--- src/rtl/sf_param_loader_pkg.sv ---
// Shared definitions for the sf_* constant-memory host blocks: FSM encodings
// and the width of the saturating abort counter.
package sf_param_loader_pkg;

    typedef enum logic [1:0] {
        IDLE  = 2'd0,
        WAIT  = 2'd1,
        FLUSH = 2'd2
    } sf_state_e;

    localparam int unsigned ABORT_W = 8;

endpackage

--- src/rtl/sf_param_bank.sv ---
// Staging and latched constant banks. A snapshot copies the staging bank,
// including any word written on the same edge, into the latched bank.
module sf_param_bank #(
    parameter int pw         = 18,
    parameter int consts_len = 4,
    parameter int const_aw   = 2
) (
    input  logic                clk,
    input  logic                rst_n,
    input  logic                lb_write,
    input  logic [const_aw-1:0] lb_addr,
    input  logic [pw-1:0]       lb_data,
    input  logic                snap,
    input  logic [const_aw-1:0] rd_idx,
    output logic [pw-1:0]       rd_data
);

    localparam logic [const_aw:0] LEN_W = (const_aw + 1)'(consts_len);

    logic [pw-1:0] staging_q [consts_len];
    logic [pw-1:0] staging_d [consts_len];
    logic [pw-1:0] latched_q [consts_len];
    logic [pw-1:0] latched_d [consts_len];
    logic          in_range;

    assign in_range = ({1'b0, lb_addr} < LEN_W);

    // Snapshot takes staging_d rather than staging_q so a same-edge host
    // write lands in the latched copy as well.
    always_comb begin
        staging_d = staging_q;
        latched_d = latched_q;
        if (lb_write && in_range) begin
            staging_d[lb_addr] = lb_data;
        end
        if (snap) begin
            latched_d = staging_d;
        end
    end

    always_ff @(posedge clk or negedge rst_n) begin
        if (!rst_n) begin
            for (int unsigned i = 0; i < consts_len; i++) begin
                staging_q[i] <= '0;
                latched_q[i] <= '0;
            end
        end else begin
            staging_q <= staging_d;
            latched_q <= latched_d;
        end
    end

    assign rd_data = latched_q[rd_idx];

endmodule

--- src/rtl/sf_param_loader.sv ---
// Host-side constant loader: stages local-bus writes, snapshots them on commit
// and flushes the snapshot into the sf_user constant DPRAM during quiet windows.
module sf_param_loader
    import sf_param_loader_pkg::*;
#(
    parameter int pw         = 18,
    parameter int consts_len = 4,
    parameter int const_aw   = 2
) (
    input  logic                clk,
    input  logic                rst_n,
    input  logic                ce,
    input  logic                lb_write,
    input  logic [const_aw-1:0] lb_addr,
    input  logic [pw-1:0]       lb_data,
    input  logic                commit,
    input  logic                quiet,
    output logic                h_write,
    output logic [const_aw-1:0] h_addr,
    output logic [pw-1:0]       h_data,
    output logic                busy,
    output logic                done,
    output logic [ABORT_W-1:0]  abort_count
);

    localparam logic [const_aw-1:0] LAST_IDX  = const_aw'(consts_len - 1);
    localparam logic [ABORT_W-1:0]  ABORT_MAX = '1;

    sf_state_e            state_q, state_d;
    logic [const_aw-1:0]  idx_q, idx_d;
    logic                 done_q, done_d;
    logic [ABORT_W-1:0]   abort_q, abort_d;
    logic [pw-1:0]        rd_data;

    sf_param_bank #(
        .pw         (pw),
        .consts_len (consts_len),
        .const_aw   (const_aw)
    ) u_bank (
        .clk      (clk),
        .rst_n    (rst_n),
        .lb_write (lb_write),
        .lb_addr  (lb_addr),
        .lb_data  (lb_data),
        .snap     (ce & commit),
        .rd_idx   (idx_q),
        .rd_data  (rd_data)
    );

    always_comb begin
        state_d = state_q;
        idx_d   = idx_q;
        done_d  = done_q;
        abort_d = abort_q;
        if (ce) begin
            done_d = 1'b0;
            if (commit) begin
                state_d = WAIT;
                idx_d   = '0;
            end else begin
                unique case (state_q)
                    WAIT: begin
                        if (quiet) begin
                            state_d = FLUSH;
                            idx_d   = '0;
                        end
                    end
                    FLUSH: begin
                        if (!quiet) begin
                            state_d = WAIT;
                            idx_d   = '0;
                            if (abort_q != ABORT_MAX) begin
                                abort_d = abort_q + 1'b1;
                            end
                        end else if (idx_q == LAST_IDX) begin
                            state_d = IDLE;
                            done_d  = 1'b1;
                        end else begin
                            idx_d = idx_q + 1'b1;
                        end
                    end
                    default: ;
                endcase
            end
        end
    end

    always_ff @(posedge clk or negedge rst_n) begin
        if (!rst_n) begin
            state_q <= IDLE;
            idx_q   <= '0;
            done_q  <= 1'b0;
            abort_q <= '0;
        end else begin
            state_q <= state_d;
            idx_q   <= idx_d;
            done_q  <= done_d;
            abort_q <= abort_d;
        end
    end

    // The DPRAM qualifies h_write with ce itself, so no ce term here.
    assign h_write     = (state_q == FLUSH) && quiet;
    assign h_addr      = (state_q == FLUSH) ? idx_q   : '0;
    assign h_data      = (state_q == FLUSH) ? rd_data : '0;
    assign busy        = (state_q == WAIT) || (state_q == FLUSH);
    assign done        = done_q;
    assign abort_count = abort_q;

endmodule

--- config.mk ---
export PLATFORM = sky130hd
export DESIGN_NAME = sf_param_loader
export DESIGN_NICKNAME = d
export VERILOG_FILES = /design/src/rtl/sf_param_loader_pkg.sv /design/src/rtl/sf_param_bank.sv /design/src/rtl/sf_param_loader.sv
export SDC_FILE = /design/constraint.sdc
export NUM_CORES = 1
export LEC_CHECK = 0
export ABC_AREA = 1
export CORE_MARGIN = 3
export CORE_UTILIZATION = 35
export CTS_CLUSTER_DIAMETER = 40
export DETAILED_ROUTE_END_ITERATION = 8
export DONT_BUFFER_PORTS = 1
export HOLD_SLACK_MARGIN = 0.12
export PLACE_DENSITY = 0.55
export SLEW_MARGIN = 10
export SYNTH_ARGS = -nofsm -noshare
export SYNTH_HDL_FRONTEND = slang
export SYNTH_SLANG_ARGS = --single-unit
--- constraint.sdc ---
create_clock -name clk -period 1.5 [get_ports clk]
set_input_delay 0.3 -clock clk [delete_from_list [all_inputs] [get_ports clk]]
set_output_delay 0.3 -clock clk [all_outputs]
set_load 0.01 [all_outputs]
# --- Yosys cells after proc, flatten, opt, wreduce, memory -nomap -nowiden ---
# Index checks and enable logic that the tools add are counted.
totals:
  register_bits: 157
  elab_cells: 59
  in_bits: 26
op_classes:
  reduce_logical: 7
  mux: 23
  n_bitwise: 5
  addsub: 2
  n_eq_ne: 7
  magnitude_cmp: 3
ops:
  columns: ["cell", "count"]
  rows:
  - ["$bwmux 72", 1]
  - ["$mux 18", 4]
  - ["$mux 72", 1]
  - ["$bmux 18 s2", 1]
  - ["$demux 18 s2", 1]
  - ["$mux 2", 9]
  - ["$add 8x1->8 const B", 1]
  - ["$ne 4x4->1 const B", 2]
  - ["$ne 8x8->1 const B", 1]
  - ["$pmux 2 s2", 2]
  - ["$reduce_and 4->1", 2]
  - ["$ge 3x3->1 const B", 2]
  - ["$not 2->3", 2]
  - ["$reduce_and 5->1", 1]
  - ["$eq 2x2->1 const B", 2]
  - ["$mux 1", 4]
  - ["$lt 3x1->1 const B", 1]
  - ["$ne 3x3->1 const B", 1]
  - ["$reduce_bool 3->1", 1]
  - ["$add 2x1->2 const B", 1]
  - ["$eq 2x1->1 const B", 1]
  - ["$logic_and 1x1->1", 2]
  - ["$not 1->1", 2]
  - ["$and 1x1->1", 1]
  - ["$logic_or 1x1->1", 1]

# --- Depth between registers and ports, before layout ---
# Gate-level depths: netlist of run 1.
depth:
  word_depth: 7
  ltp_mapped: 9
  ltp_nobuf: 9

# --- Cells and area by module ---
# Synthesis of run 1 repeated with hierarchy kept, for this count alone.
unflattened:
  cells_unflattened: 974
  hier_area_um2: 7757.4
modules_own_cells:
  columns: ["mod", "cells_per_inst", "instances", "seq_area_each_um2", "area_each_um2"]
  rows:
  - ["sf_param_bank", 813, 1, 3603.5, 6745.2]
  - ["sf_param_loader", 161, 1, 325.3, 1012.2]

# --- Least setup slack after synthesis of run 1 ---
# No wires, ideal clock.
synth_path:
  kind: "register to output"
  startpoint: "reg state_q[0]"
  endpoint: "out h_data[10]"
  path_slack_ns: -0.132
  stages_incl_launch_ff: 6
  arrival_ns: 1.332
  t_required_ns: 1.200
  cell_sequence: "dfrtp_1 > inv_1 > ha_1 > clkinv_1 > clkbuf_1 > a21oi_1"
synth_via:
  elab_chain_cells: 2
synth_rtl:
  columns: ["item", "line", "source"]
  rows:
  - ["start, declared", "sf_param_loader.sv:29", "sf_state_e state_q, state_d;"]
  - ["start signal, assigned", "sf_param_loader.sv:95", "state_q <= state_d;"]
  - ["$eq 2x2->1", "sf_param_loader.sv:105", "assign h_data = (state_q == FLUSH) ? rd_data : '0;"]
  - ["$mux 18", "sf_param_loader.sv:105", null]
  - ["end, declared", "sf_param_loader.sv:20", "output logic [pw-1:0] h_data,"]
# Every way passes these cells.

# --- Worst setup path in the final report of run 1 ---
layout_path:
  startpoint: "reg idx_q[0]"
  endpoint: "out h_data[0]"
layout_via:
  elab_chain_cells: 5
layout_rtl:
  columns: ["item", "line", "source"]
  rows:
  - ["start, declared", "sf_param_loader.sv:30", "logic [const_aw-1:0] idx_q, idx_d;"]
  - ["start signal, assigned", "sf_param_loader.sv:96", "idx_q <= idx_d;"]
  - ["$not 2->3 (not written as such)", "sf_param_bank.sv:53", "assign rd_data = latched_q[rd_idx];"]
  - ["$bmux 18 s2", "sf_param_bank.sv:53", null]
  - ["$mux 18 (not written as such) (2 in a row)", "sf_param_bank.sv:53", null]
  - ["$mux 18", "sf_param_loader.sv:105", null]
# Every way passes these cells. The select of a mux whose other input is x is not followed.

==> results_dict.tcl, run 1 <==
set metrics [dict create \
    cts_tree "done" \
    crit_path_top_delay_cell "dfrtp_2" \
    htreeDepth 4 \
    dr_total_vias 4950 \
    synthesis.nets 813 \
    overflow 0 \
    p_total_w 0.0115 \
    dp.cells 1036 \
    final_util 0.433 \
    cap_violations 0 \
    finalWorstSetupSlack_ns -0.364 \
    n_fill_cell 1868 \
    wl_per_cell_um 14.3 \
    tightestPinTransition_ns 0.451 \
    timing.final.crit_share 1.24 \
    drtPass1Iterations 4 \
    core_sq_um 19000 \
    num_rows 50 \
    crit_type "reg -> out" \
    synth.cell_area_sq_um 6870 \
    outcome "complete, but fails checks" \
    hold_ws_ns -0.416 \
    clock.fmax_ghz 0.536 \
    grt_pass1_vias 4828 \
    grt_pass1_wl_mm 25.5 \
    synth_edf_count 0 \
    fin_skew_ns 0.00723 \
    die_area_sq_um 21300 \
    period_minus_slack_ns 1.86 \
    final_cell_count_no_fill 1074 \
    ys_types 30 \
    cts_buffer_depth 2 \
    pwr-share-comb 0.182 \
    initial_core_util 0.362 \
    syn_area_per_cell_sq_um 8.78 \
    crit_chain "buf_12, a21oi_1, o21ai_0, a21oi_2, buf_4" \
    maxSlewViolCount 0 \
    report.final.hold_viol_count 157 \
    antenna_found_initial 0 \
    setup_viol 21 \
    drive_gt1_frac 0.183 \
    switchingPower_w 0.00316 \
    io_pins 57 \
    power_density_nw_per_um2 1400 \
    max_slew_margin 0.700 \
    synthFlopType "dfrtp_1" \
    grt_start_max_net_pins 158 \
    synth_area_leaders "dfrtp_1 57%, nand2_1 15%, o21ai_0 5.5%" \
    start_kind "register" \
    diodes 0 \
    wirelength_mm 15.3 \
    ys_ff_latch 157 \
    worstPathArrival_ns 1.56 \
    worst_hold_path_type "in -> async" \
    worstReg2RegStart "idx_q[0]$_DFFE_PN0P_" \
    synth_top_area_cell "dfrtp_1" \
    multiInputGateArea_sq_um 2600 \
    cts.clk_slew.worst_paths_ns 0.06 \
    power_leakage_nw 3.87 \
    place.gp.congestion 0.814 \
    root_buffer "clkbuf_16" \
    numCtsBuffers 17 \
    drc 0 \
    swShare 0.275 \
    path_max_fanout 22 \
    synth_top_family_by_area "simple AND/OR/NAND/NOR gates" \
    syn2layout_area_growth_pct 19.5 \
    critPathMaxStageDelay_ns 0.47 \
    finalNetCount 835 \
    ctsHoldBuffers 8 \
    synthArstFlopShare 1.00 \
    crit_start "idx_q[0]$_DFFE_PN0P_" \
    yosys.area_share.simple 0.185 \
    port_buffers 0 \
    drt_iter0_markers 242 \
    die_x_um 146 \
    p_int_w 0.00831 \
    ys_seq_area_frac 0.572 \
    irDropWorstVdd_uv 833 \
    synth_cells 782 \
    dpl.hpwl_mm 9.38 \
    clock_latency_ns 0.42 \
    synth_xor_xnor_area_share 0.00383 \
    critical_path_required_ns 1.20 \
    p_clk_frac 0.364 \
    violations "hold timing, setup timing" \
    area.sequential_sq_um 3930 \
    synth_compound_area_frac 0.157 \
    synth.mux.area_fraction 0 \
    rsz0062_at_grt "true" \
    final_cell_area_sq_um 8210 \
    synth_fa_ha_area_frac 0.00911 \
    ant_nets 0 \
    viasPerCell 4.61 \
    cp-end-kind "primary output" \
    place_area_sq_um 7400 \
    grtUsageTotal 0.149 \
    synth_top_area_share 0.572 \
    dieHeight_um 146 \
    ys_warn_count 0 \
    clock-sinks 157 \
    seq_power_share 0.454 \
]
-- power by group through the flow --
stage	Clock [W]	Combinational (W)	Sequential [W]
detailed placement	0	0.00189	0.00526
floorplan	0	0.00133	0.00522
global placement	0	0.00186	0.00525
CTS	0.00427	0.00205	0.00520
finish	0.00417	0.00209	0.00521
global route	0.00447	0.00237	0.00528
-- cell usage in the layout, fill, tap and decap left out, types with 2 or more instances in the layout --
cell	synthesis	routed
nand3_2	3	4
a21oi_2	1	26
nand4_1	7	7
dlygate4sd3_1	0	8
inv_1	75	70
o21ai_0	75	60
a21oi_4	0	2
a21oi_1	36	9
buf_12	0	11
clkinv_2	1	6
nor2_2	1	3
nand3_1	6	5
buf_4	3	20
xor2_1	2	2
nor2_1	12	10
nand2_1	281	276
clkbuf_16	0	17
clkbuf_8	0	3
dfrtp_2	0	2
o211ai_1	18	18
o21ai_1	26	40
buf_6	3	3
ha_1	5	2
nand2_2	2	7
dfrtp_1	157	155
o21ai_2	28	29
bufinv_16	0	2
ha_4	0	2
inv_2	1	6
-- sequential cells by signal (all words and copies together) (netlist names) --
name,flops
abort_count,8
done,1
idx_q,2
state_q,2
u_bank.latched_q,72
u_bank.staging_q,72
-- cell usage after synthesis (all sizes together) (5+ instances only) --
cell / instances
nand2: 284
o211ai: 18
nand4: 7
dfrtp: 157
a21oi: 37
o21ai: 129
clkbuf: 8
nand3: 9
inv: 76
nor2: 14
buf: 31
ha: 5
-- cell type report --
type                       count  share of cell area
sequential                   157               0.479
multi-input combinational    508               0.317
timing repair buffer          42              0.0590
clock buffer                  21              0.0573
tap                          260              0.0396
inverter                      78              0.0364
clock inverter                 8              0.0113
-- worst max-delay path: cells and delay by family, from the launching register on --
family / cells / cell delay (ns)
AO/OA/AOI/OAI: 3 / 0.37
flip-flops: 1 / 0.47
buffers and inverters: 2 / 0.31
-- logic make-up after synthesis --
group	after synthesis
buffers and inverters	117
XOR/XNOR	3
AND/OR/NAND/NOR	316
flip-flops	157
adder cells (fa/ha/maj)	5
AO/OA/AOI/OAI	184
-- worst paths after layout --
check,depth (start not counted),to,slack [ns]
min in group clk,2,u_bank.staging_q[54]$_DFF_PN0_,0.13
min,0,u_bank.staging_q[36]$_DFF_PN0_,-0.42
min reg2reg,2,u_bank.staging_q[10]$_DFF_PN0_,0.47
max,5,h_data[0],-0.36
max in group asynchronous,0,u_bank.staging_q[48]$_DFF_PN0_,1.58
max reg2reg,7,state_q[1]$_DFFE_PN0P_,0.11
-- what timing repair did --
item	4_1_cts	5_1_grt
setup buffers	2	1
pin swaps	13	8
setup endpoints to repair	22	29
hold endpoints to repair	167	157
cloned	0	0
gates resized for setup	44	16
-- stage by stage --
step,setup TNS (ns),setup WS (ns)
after floorplan,0,0.0411
after detailed placement,0,0.00248
after CTS,-6.28,-0.388
after global routing,-7.70,-0.477
after global placement,0,0.0200
final,-5.97,-0.364
-- per-layer routing --
metal  track usage  wire length [um]
met1         0.217              7880
met2         0.221              6710
met3        0.0363               563
met4        0.0437               188
met5             0                 0
No activity file was read; power rests on OpenSTA's default activity.
==> run 2: changes to the inputs <==
CORE_ASPECT_RATIO = 0.75   (was default)
==> run 2 against run 1 <==
Net effect:
- sequential power about the same
- count of clock-buffer cells in the layout shrank 4
- wire length grew 6.3%
- clock skew is 0.0026 ns lower
- largest power group unchanged
- flip-flop and latch count is the same
- the run still ends with hold timing, setup timing left
==> results_dict.tcl, run 2 (synthesis results as in run 1) <==
set metrics [dict create \
    clock_latency_ns 0.42 \
    drc 0 \
    drt_iter0_markers 257 \
    max_slew_margin 0.727 \
    final_util 0.446 \
    timing.final.crit_share 1.29 \
    worst_hold_path_type "in -> async" \
    cp-end-kind "primary output" \
    final_common_cell "nand2_1" \
    critical_path_required_ns 1.20 \
    dr_total_vias 5061 \
    n_fill_cell 1808 \
    die_x_um 168 \
    htreeDepth 4 \
    setup_viol 21 \
    core_sq_um 18900 \
    wl_per_cell_um 15.2 \
    tightestPinTransition_ns 0.410 \
    cpMostUsedCell "buf_4" \
    crit_path_top_delay_cell "dfrtp_2" \
    clock.fmax_ghz 0.516 \
    die_area_sq_um 21300 \
    fin_skew_ns 0.00467 \
    num_rows 43 \
    clock-sinks 157 \
    path_max_fanout 6 \
    ctsHoldBuffers 11 \
    initial_core_util 0.364 \
    cts_buffer_depth 2 \
    antenna_found_initial 0 \
    final_cell_mix "275 x nand2_1, 156 x dfrtp_1, 69 x inv_1" \
    cts.clk_slew.worst_paths_ns 0.07 \
    maxSlewViolCount 0 \
    hold_ws_ns -0.433 \
    cap_violations 0 \
    crit_chain "buf_4, buf_4, nand2_1, o211ai_1, a21oi_4" \
    crit_type "reg -> out" \
    grt_start_max_net_pins 158 \
    rrSetupSlack_ns 0.01 \
    grt_pass1_vias 4746 \
    root_buffer "clkbuf_16" \
    report.final.hold_viol_count 157 \
    grtUsageTotal 0.154 \
    power_density_nw_per_um2 1410 \
    wl_met1_mm 8.37 \
    drive_gt1_frac 0.201 \
    dp.cells 1023 \
    ant_nets 0 \
    p_total_w 0.0119 \
    numCtsBuffers 17 \
    viasPerCell 4.71 \
    place.gp.congestion 0.750 \
    outcome "complete, but fails checks" \
    finalWorstSetupSlack_ns -0.438 \
    grt_pass1_wl_mm 26.2 \
    wirelength_mm 16.3 \
    syn2layout_area_growth_pct 22.7 \
    diodes 0 \
    rsz0062_at_grt "true" \
    io_pins 57 \
    dpl.hpwl_mm 9.79 \
    cts_tree "done" \
    critPathMaxStageDelay_ns 0.47 \
    start_kind "register" \
    dr.max_layer_used "met4" \
    worstPathArrival_ns 1.64 \
    overflow 0 \
    wl_met3_um 846 \
    final_cell_count_no_fill 1074 \
    drtPass1Iterations 4 \
    dieHeight_um 127 \
    violations "hold timing, setup timing" \
    period_minus_slack_ns 1.94 \
    finalNetCount 845 \
    irDropWorstVdd_uv 705 \
    port_buffers 0 \
    power_leakage_nw 3.94 \
    dp_slack_ns -0.0156 \
    dr_wl_met2_mm 7.01 \
]
## run 2: worst paths after layout
check / start / end / depth (start not counted)
worst max-delay path: idx_q[0]$_DFFE_PN0P_ / h_data[9] / 5
worst min-delay path: rst_n / u_bank.staging_q[3]$_DFF_PN0_ / 0
worst max register to register: state_q[1]$_DFFE_PN0P_ / idx_q[0]$_DFFE_PN0P_ / 8
worst min register to register: u_bank.staging_q[42]$_DFF_PN0_ / u_bank.staging_q[42]$_DFF_PN0_ / 2
max in group asynchronous: rst_n / idx_q[0]$_DFFE_PN0P_ / 0
min in group clk: lb_data[14] / u_bank.staging_q[14]$_DFF_PN0_ / 2
## run 2: final cells by class
type	instances	area (sq um)	area share
Clock inverter	15	180	0.0214
Timing Repair Buffer	52	574	0.0682
Sequential cell	157	3930	0.467
Multi-Input combinational cell	508	2710	0.321
Inverter	78	295	0.0351
Clock buffer	17	425	0.0505
Tap cell	247	309	0.0367
## run 2: repair_timing
item,4_1_cts,5_1_grt
pin swaps,4,8
endpoints found under the hold margin,177,157
endpoints found under the setup margin,22,38
buffers inserted,3,4
cloned,0,1
gates resized for setup,38,42
## run 2: per-layer routing
metal / up-vias / track usage
met2: 79 / 0.220
met1: 2407 / 0.231
met3: 9 / 0.0517
met5: - / 0
met4: 0 / 0.0303
li1: 2566 / -
## run 2: through the flow
stage,setup TNS (ns),instance area [sq um],hold slack [ns]
finish,-6.44,8420,-0.433
detailed placement,-0.0156,7350,0.0106
CTS,-6.73,8210,-0.451
global placement,0,7350,0.00979
floorplan,0,6910,0.00441
global route,-8.23,8420,-0.468
## run 2: where the power goes
| group | switching, W | internal [W] |
|---|---|---|
| logic | 0.00137 | 0.000928 |
| clock network | 0.00189 | 0.00252 |
| registers | 0.000261 | 0.00493 |
| total | 0.00352 | 0.00838 |
## run 2: critical path: cells and delay by family, from the launching register on
family	cells	cell delay, ns
AO/OA/AOI/OAI	2	0.38
buffers and inverters	2	0.30
AND/OR/NAND/NOR	1	0.07
flip-flops	1	0.47
==> run 3: changes to the inputs <==
PLACE_DENSITY = 0.53   (was 0.55)
SLEW_MARGIN = 15   (was 10)
clock period = 2.2 ns   (was 1.5 ns; I/O delays follow)
==> run 3 against run 2 <==
Net effect:
- the flow finishes with violations (hold timing)
- cell area shrank 3.7%
- wire length grew 1.1%
- register-to-register slack gained 0.62 ns
- critical endpoint is now h_data[11]
- largest power group unchanged
- highest routed layer is now met5
==> results_dict.tcl, run 3 (synthesis results as in run 1) <==
set metrics [dict create \
    dr_total_vias 4972 \
    io_pins 57 \
    worst_hold_path_type "in -> async" \
    final_common_cell "nand2_1" \
    report.final.hold_viol_count 157 \
    finalNetCount 835 \
    cts.clk_slew.worst_paths_ns 0.07 \
    critical_path_required_ns 1.76 \
    irDropWorstVdd_uv 407 \
    crit_start "idx_q[0]$_DFFE_PN0P_" \
    viasPerCell 4.67 \
    port_buffers 0 \
    cts_tree "done" \
    drt_iter0_markers 419 \
    numCtsBuffers 17 \
    dpl.hpwl_mm 9.69 \
    core_sq_um 18900 \
    path_buf_inv 3 \
    place_area_sq_um 7270 \
    dp.cells 1022 \
    power_leakage_nw 3.89 \
    rsz0062_at_grt "true" \
    syn2layout_area_growth_pct 18.2 \
    initial_core_util 0.364 \
    p_total_w 0.00776 \
    wirelength_mm 16.5 \
    violations "hold timing" \
    clock-sinks 157 \
    grt_pass1_wl_mm 26.9 \
    final_cell_mix "280 x nand2_1, 156 x dfrtp_1, 74 x inv_1" \
    die_x_um 168 \
    fin_skew_ns 0.00707 \
    wl_per_cell_um 15.5 \
    cts_buffer_depth 2 \
    place.gp.congestion 0.758 \
    tightestPinTransition_ns 0.505 \
    maxSlewViolCount 0 \
    dieHeight_um 127 \
    crit_chain "buf_12, buf_6, o211ai_1, a21oi_1, buf_4" \
    drtPass1Iterations 4 \
    cp-end-kind "primary output" \
    num_rows 43 \
    drc 0 \
    die_area_sq_um 21300 \
    ant_nets 0 \
    clock.fmax_ghz 0.456 \
    grt_start_max_net_pins 158 \
    worstPathArrival_ns 1.75 \
    root_buffer "clkbuf_16" \
    antenna_found_initial 1 \
    drive_gt1_frac 0.160 \
    setup_viol 0 \
    timing.final.crit_share 0.997 \
    clock_latency_ns 0.42 \
    critPathMaxStageDelay_ns 0.50 \
    final_cell_count_no_fill 1064 \
    start_kind "register" \
    final_cell_area_sq_um 8110 \
    grt_pass1_vias 4854 \
    outcome "complete, but fails checks" \
    overflow 0 \
    worstReg2RegStart "abort_count[0]$_DFFE_PN0P_" \
    grtUsageTotal 0.159 \
    period_minus_slack_ns 2.19 \
    max_slew_margin 0.663 \
    diodes 0 \
    cap_violations 0 \
    critical-path-top-delay-family "flip-flops" \
    path_max_fanout 6 \
    hold_ws_ns -0.299 \
    crit_path_top_delay_cell "dfrtp_4" \
    htreeDepth 4 \
    crit_type "reg -> out" \
    power_density_nw_per_um2 957 \
]
run 3: cell type report:
type | count | area, sq um
Clock inverter | 15 | 148
Tap cell | 247 | 309
Sequential cell | 157 | 3930
Fill cell | 1841 | 10800
Multi-Input combinational cell | 508 | 2500
Timing Repair Buffer | 42 | 507
Clock buffer | 17 | 425
Inverter | 78 | 294
run 3: where the power goes:
group / internal, W / leakage, nW / switching (W)
combinational: 0.000541 / 1.62 / 0.000801
sequential: 0.00336 / 2.00 / 0.000205
clock: 0.00151 / 0.279 / 0.00134
run 3: worst paths after layout:
check / end / slack [ns] / cells after the start
max in group asynchronous: idx_q[0]$_DFFE_PN0P_ / 2.26 / 0
worst min-delay path: u_bank.staging_q[39]$_DFF_PN0_ / -0.30 / 0
worst max-delay path: h_data[11] / 0.007 / 5
min in group clk: u_bank.staging_q[55]$_DFF_PN0_ / 0.22 / 2
worst min register to register: u_bank.staging_q[17]$_DFF_PN0_ / 0.47 / 2
worst max register to register: abort_count[4]$_DFFE_PN0P_ / 0.63 / 8
run 3: routing by layer:
metal	wire [um]	vias up	track usage
li1	-	2550	-
met1	8600	2325	0.240
met2	7100	81	0.223
met3	648	14	0.0445
met4	125	2	0.0438
met5	13	-	0
run 3: what timing repair did:
item	in CTS	in global routing
resized for setup	3	41
buffers inserted	3	2
pin swaps	0	25
endpoints found under the hold margin	157	157
setup endpoints to repair	18	18
gates cloned	0	5
run 3: worst reg2reg max path, stage by stage (launching register included):
cell,delay (ns)
dfrtp_1,0.46
ha_1,0.26
nand2_1,0.10
nor2_1,0.06
nand2_1,0.20
nand2_1,0.09
nor2_2,0.20
nand2_1,0.07
nand2_1,0.06
run 3: metrics by stage:
| step | setup slack [ns] | setup TNS (ns) | utilization |
|---|---|---|---|
| 4_1_cts | 0.00298 | 0 | 0.417 |
| 2_1_floorplan | 0.428 | 0 | - |
| 3_3_place_gp | 0.404 | 0 | 0.385 |
| 5_1_grt | -0.0808 | -0.772 | 0.430 |
| 6_report | 0.00656 | 0 | 0.430 |
| 3_5_place_dp | 0.381 | 0 | 0.385 |
